### src/rtl/arbitro_memoria_tabuleiro.sv
// Fixed-priority arbiter between board clients and the per-player board RAMs.
// Grants carry a minimum tenure before higher-priority preemption, every
// handover passes through a one-cycle bubble, and read data is returned
// through a tagged pipeline so it reaches its requester even after the
// grant has moved on.
//
// Protocol: a client raises req[k] (level) with its we/player/addr/wdata
// and keeps them valid while it wants service; every cycle in which
// gnt[k] & req[k] is high is exactly one memory access for client k.
// Dropping req[k] ends the tenure. Read results come back later as a
// single-cycle rd_valid[k] pulse with rd_data, in issue order, and the
// client must accept them unconditionally (there is no back-pressure).
module arbitro_memoria_tabuleiro #(
  parameter int N_CLIENTS = 4,
  parameter int N_PLAYERS = 2,
  parameter int ADDR_W    = 5,
  parameter int DATA_W    = 64,
  parameter int HOLD_MIN  = 12,
  parameter int MEM_LAT   = 1,
  localparam int PSEL_W   = (N_PLAYERS > 1) ? $clog2(N_PLAYERS) : 1
) (
  input  logic                          clk,
  input  logic                          resetGeral,
  input  logic [N_CLIENTS-1:0]          req,
  input  logic [N_CLIENTS-1:0]          req_we,
  input  logic [N_CLIENTS*PSEL_W-1:0]   req_player,
  input  logic [N_CLIENTS*ADDR_W-1:0]   req_addr,
  input  logic [N_CLIENTS*DATA_W-1:0]   req_wdata,
  output logic [N_CLIENTS-1:0]          gnt,
  output logic [N_CLIENTS-1:0]          rd_valid,
  output logic [DATA_W-1:0]             rd_data,
  output logic                          err,
  output logic [ADDR_W-1:0]             mem_addr,
  output logic [DATA_W-1:0]             mem_wdata,
  output logic [N_PLAYERS-1:0]          mem_wren,
  input  logic [N_PLAYERS*DATA_W-1:0]   mem_rdata
);

  localparam int CIDX_W = (N_CLIENTS > 1) ? $clog2(N_CLIENTS) : 1;
  localparam int TEN_W  = (HOLD_MIN > 0) ? $clog2(HOLD_MIN + 1) : 1;
  localparam logic [TEN_W-1:0] TEN_MAX = TEN_W'(HOLD_MIN);
  localparam int LAST   = MEM_LAT - 1;

  typedef enum logic [1:0] {
    S_IDLE   = 2'd0,
    S_GRANT  = 2'd1,
    S_SWITCH = 2'd2
  } state_t;

  state_t              state_q, state_d;
  logic [CIDX_W-1:0]   owner_q, owner_d;
  logic [TEN_W-1:0]    tenure_q;
  logic [CIDX_W-1:0]   low_idx;
  logic                any_req, hi_req;

  logic                access;
  logic                sel_we, sel_oor;
  logic [PSEL_W-1:0]   sel_player;
  logic [ADDR_W-1:0]   sel_addr, addr_q;
  logic [DATA_W-1:0]   sel_wdata, wdata_q;

  // Read tags in flight: valid, requester, player, out-of-range flag.
  logic [MEM_LAT-1:0]              pipe_v;
  logic [MEM_LAT-1:0][CIDX_W-1:0]  pipe_c;
  logic [MEM_LAT-1:0][PSEL_W-1:0]  pipe_p;
  logic [MEM_LAT-1:0]              pipe_oor;

  assign any_req = |req;

  // Lowest pending index and whether anyone above the current owner is waiting.
  always_comb begin
    low_idx = '0;
    hi_req  = 1'b0;
    for (int i = N_CLIENTS - 1; i >= 0; i--) begin
      if (req[i]) low_idx = CIDX_W'(i);
    end
    for (int i = 0; i < N_CLIENTS; i++) begin
      if (req[i] && (i < int'(owner_q))) hi_req = 1'b1;
    end
  end

  // Next-state logic: grant, hold for tenure, bubble on every handover.
  always_comb begin
    state_d = state_q;
    owner_d = owner_q;
    case (state_q)
      S_IDLE: begin
        if (any_req) begin
          state_d = S_GRANT;
          owner_d = low_idx;
        end
      end
      S_GRANT: begin
        if (!req[owner_q] || ((tenure_q >= TEN_MAX) && hi_req)) state_d = S_SWITCH;
      end
      S_SWITCH: begin
        if (any_req) begin
          state_d = S_GRANT;
          owner_d = low_idx;
        end else begin
          state_d = S_IDLE;
        end
      end
      default: state_d = S_IDLE;
    endcase
  end

  // State, owner, registered grant and saturating tenure counter.
  always_ff @(posedge clk) begin
    if (resetGeral) begin
      state_q  <= S_IDLE;
      owner_q  <= '0;
      tenure_q <= '0;
      gnt      <= '0;
    end else begin
      state_q <= state_d;
      owner_q <= owner_d;
      gnt     <= (state_d == S_GRANT) ? (N_CLIENTS'(1) << owner_d) : '0;
      if (state_d == S_GRANT) begin
        if (state_q != S_GRANT)     tenure_q <= TEN_W'(1);
        else if (tenure_q < TEN_MAX) tenure_q <= tenure_q + TEN_W'(1);
      end else begin
        tenure_q <= '0;
      end
    end
  end

  // Fields of the client currently owning the grant.
  assign access     = |(gnt & req);
  assign sel_we     = req_we[owner_q];
  assign sel_player = req_player[int'(owner_q)*PSEL_W +: PSEL_W];
  assign sel_addr   = req_addr[int'(owner_q)*ADDR_W +: ADDR_W];
  assign sel_wdata  = req_wdata[int'(owner_q)*DATA_W +: DATA_W];
  assign sel_oor    = (int'(sel_player) >= N_PLAYERS);

  // The shared bus follows the active client and parks on its last value.
  assign mem_addr  = resetGeral ? '0 : (access ? sel_addr  : addr_q);
  assign mem_wdata = resetGeral ? '0 : (access ? sel_wdata : wdata_q);

  // Write strobe only for the addressed, in-range player.
  always_comb begin
    mem_wren = '0;
    for (int p = 0; p < N_PLAYERS; p++) begin
      mem_wren[p] = access && sel_we && !resetGeral && (int'(sel_player) == p);
    end
  end

  // Remember the last driven bus values and flag out-of-range accesses.
  always_ff @(posedge clk) begin
    if (resetGeral) begin
      addr_q  <= '0;
      wdata_q <= '0;
      err     <= 1'b0;
    end else begin
      err <= access && sel_oor;
      if (access) begin
        addr_q  <= sel_addr;
        wdata_q <= sel_wdata;
      end
    end
  end

  // Tagged read-return pipeline; reset drops everything in flight.
  always_ff @(posedge clk) begin
    if (resetGeral) begin
      pipe_v   <= '0;
      pipe_c   <= '0;
      pipe_p   <= '0;
      pipe_oor <= '0;
      rd_valid <= '0;
      rd_data  <= '0;
    end else begin
      pipe_v[0]   <= access && !sel_we;
      pipe_c[0]   <= owner_q;
      pipe_p[0]   <= sel_player;
      pipe_oor[0] <= sel_oor;
      for (int i = 1; i < MEM_LAT; i++) begin
        pipe_v[i]   <= pipe_v[i-1];
        pipe_c[i]   <= pipe_c[i-1];
        pipe_p[i]   <= pipe_p[i-1];
        pipe_oor[i] <= pipe_oor[i-1];
      end
      rd_valid <= pipe_v[LAST] ? (N_CLIENTS'(1) << pipe_c[LAST]) : '0;
      if (pipe_v[LAST]) begin
        rd_data <= pipe_oor[LAST] ? '0 : mem_rdata[int'(pipe_p[LAST])*DATA_W +: DATA_W];
      end
    end
  end

endmodule
### config.mk
export PLATFORM = sky130hd
export DESIGN_NAME = arbitro_memoria_tabuleiro
export DESIGN_NICKNAME = d
export VERILOG_FILES = /design/src/rtl/arbitro_memoria_tabuleiro.sv
export SDC_FILE = /design/constraint.sdc
export NUM_CORES = 1
export LEC_CHECK = 0
export CORE_AREA = 5 5 217 219
export CTS_CLUSTER_SIZE = 24
export DETAILED_ROUTE_END_ITERATION = 16
export DIE_AREA = 0 0 222 224
export PLACE_DENSITY = 0.53
export SLEW_MARGIN = 20
export SYNTH_ARGS = -nofsm -noshare
export SYNTH_HDL_FRONTEND = slang
export SYNTH_SLANG_ARGS = --single-unit
### constraint.sdc
create_clock -name clk -period 1.65 [get_ports clk]
set_input_delay 0.4125 -clock clk [delete_from_list [all_inputs] [get_ports clk]]
set_output_delay 0.4125 -clock clk [all_outputs]
set_load 0.02 [all_outputs]
==> summary.txt <==
Total die area = 49,700 um2
Cells after Synth = 751
Share of cells above drive strength 1 = 0.323
WP buf/inv = 4
Power after layout = 0.0139 W
Gr usage total = 0.151
Initial antenna violation count = 2
Final worst setup slack = -821 ps
RePlAce Congestion = 0.888
CP Capture Type = primary output
Die height = 224 um
Sequential area share after synthesis = 0.403
Ant diodes = 0
DR WL/cell = 19.8 um
Synth area leaders = dfxtp_1 40%, mux4_2 21%, mux2i_1 8.4%
Post-route clock period utilization = 1.50
NumNets Final = 1,773
Register bit total from synthesis = 153
Synth top area share = 0.403
Pins Over Slew Limit = 0
RSZ-0062 raised after global routing = true
Status = finished with violations
Violated checks = setup timing
Vias/cell = 4.21
Core box area = 44,900 um2
First-pass iteration count of the detailed router = 4
Cells along the critical path = buf_12, buf_16, mux4_2, buf_6, and2_4, buf_6
Crit path max-delay family = buffers and inverters
CTS H-tree depth = 4
PD cells = 841 nW/um2
Count of unique library cells instantiated by Yosys = 30
Fin Clk Skew = 12.6 ps
Max clock buf depth = 2
Antenna Nets Post-Route = 0
Port Buf Inserts = 560
Area Overhead vs Synth = 117%
Remaining Overflow, GRT = 0
Cell mode on critical path = buf_6
Endpoints failing setup = 83
Data arrival time of the critical path = 2060 ps
Worst Path Required = 1240 ps
CP Max Fanout = 5
Crit path max-delay cell type = mux4_2
Final wirelength = 38.9 mm
Final core occ = 0.367
Dpl hpwl = 29.9 mm
Row Count = 78
Final min period = 2470 ps
Synth area leader = dfxtp_1
F_max = 405 MHz
Initial DRC count = 220
Fin. Hold Viols = 0
Via count = 8,290
Clock latency on the worst-skew pair = 450 ps
Starting Density = 0.169
CTS tree = done
Root Driver = clkbuf_16
Die Width = 222 um
Max rail drop VDD = 0.573 mV
HP Class = in2reg
Syn_nets = 1,170
CTS buffer count = 17
YS warnings = 0
DRC viols = 0
Crit start category = flop
Reg2Reg Setup Slack = -240 ps
# hold bufs at CTS = 0
Clock-pin slew on the worst setup and hold paths = 70 ps
Sink Count = 153
Maxcap violations = 0
First-pass GRT wire length = 56.7 mm
Vias in the first global route = 9,098
Mapped cell area = 7600 um2
Leak pwr = 6.02 nW
Largest net degree at the start of global routing = 77
IO Count = 562
CP max stage delay = 520 ps
Mean Syn Cell Area = 10.1 um2
WS Path Type = reg2out
## stage by stage
step / hold WS (ps) / instance area (um2) / setup WS (ps) / setup TNS, ps / std cells
global placement: 455 / 15100 / -1250 / -114680 / 1899
global route: 439 / 16500 / -905 / -60810 / 1967
floorplan: 418 / 8590 / -104 / -6950 / 751
CTS: 416 / 16400 / -876 / -58200 / 1961
finish: 446 / 16500 / -821 / -52840 / 1967
detailed placement: 453 / 15100 / -1270 / -117490 / 1899
## path summary, 6_finish.rpt
check | startpoint | to | cells after the start
setup / recovery | owner_q[0] | mem_wren[1] | 6
hold / removal | resetGeral | wdata_q[6] | 3
setup reg to reg | owner_q[0] | gnt[0] | 8
hold reg to reg | pipe_c[0] | rd_valid[0] | 1
## registers in the layout, indices dropped and copies added (netlist names)
name      count
owner_q       2
addr_q        5
pipe_c        2
tenure_q      4
wdata_q      64
pipe_v        1
gnt           4
state_q       2
rd_valid      4
rd_data      64
pipe_p        1
## cells in the final DEF, fill, tap and decap left out, drive strengths merged, types with 23 or more instances in the layout
cell type | Yosys | layout
a21oi | 73 | 73
nand2 | 144 | 144
clkdlybuf4s50 | 0 | 412
dfxtp | 153 | 153
clkbuf | 28 | 23
mux2i | 64 | 64
dlygate4sd2 | 0 | 62
a211oi | 65 | 65
nor2 | 78 | 78
mux4 | 72 | 72
buf | 41 | 164
## synth_stat cells
cell,count
a211oi_1,65
a21oi_1,72
a21oi_4,1
a22oi_1,2
a31oi_1,1
and2_1,2
and3_1,1
and3b_1,2
buf_1,11
buf_2,21
buf_4,1
buf_6,8
clkbuf_1,28
conb_1,1
dfxtp_1,153
ha_1,1
inv_1,2
mux2i_1,64
mux4_2,72
nand2_1,144
nand2b_1,1
nand3_1,2
nor2_1,78
nor2b_1,5
nor3_1,4
nor3b_1,4
o21ai_0,1
o221a_4,1
o22ai_1,2
xor2_1,1
## where the power goes
group / switching [W] / internal, W / total [W]
Sequential: 0.000167 / 0.00405 / 0.00421
Clock: 0.00180 / 0.00225 / 0.00405
Combinational: 0.00256 / 0.00304 / 0.00561
## timing repair
action	in CTS	in global routing
buffers inserted	23	9
gates resized for setup	582	32
pin swaps	109	17
cloned	8	3
endpoints found under the setup margin	183	96
## layout make-up
type / instances / area [um2]
clock buffers: 20 / 468
clock inverters: 12 / 128
fillers: 4522 / 28400
inverters: 2 / 7.51
multi-input cells: 527 / 5250
flip-flops and latches: 153 / 3080
well taps: 600 / 751
repair buffers: 653 / 6800
## tightest hold or removal path, stage by stage
cell,delay [ps]
buf_8,160
buf_4,230
a21oi_4,50
## cells by family after synthesis
family                     after synthesis  share of synthesized area
other                                    1                   0.000494
adders and majority gates                1                    0.00165
AOI/OAI and AO/OA                      145                      0.122
xor gates and xnor gates                 1                    0.00115
DFF                                    153                      0.403
buffers and inverters                   71                     0.0469
and+or+nand+nor                        243                      0.127
muxes                                  136                      0.298
## metal layers
metal / part of all wire / global-route usage
met4: 0.019 / 0.0437
met5: 0.00064 / 0
met1: 0.40 / 0.175
met2: 0.51 / 0.265
met3: 0.071 / 0.0515
Power figures use the tool's default switching activity.
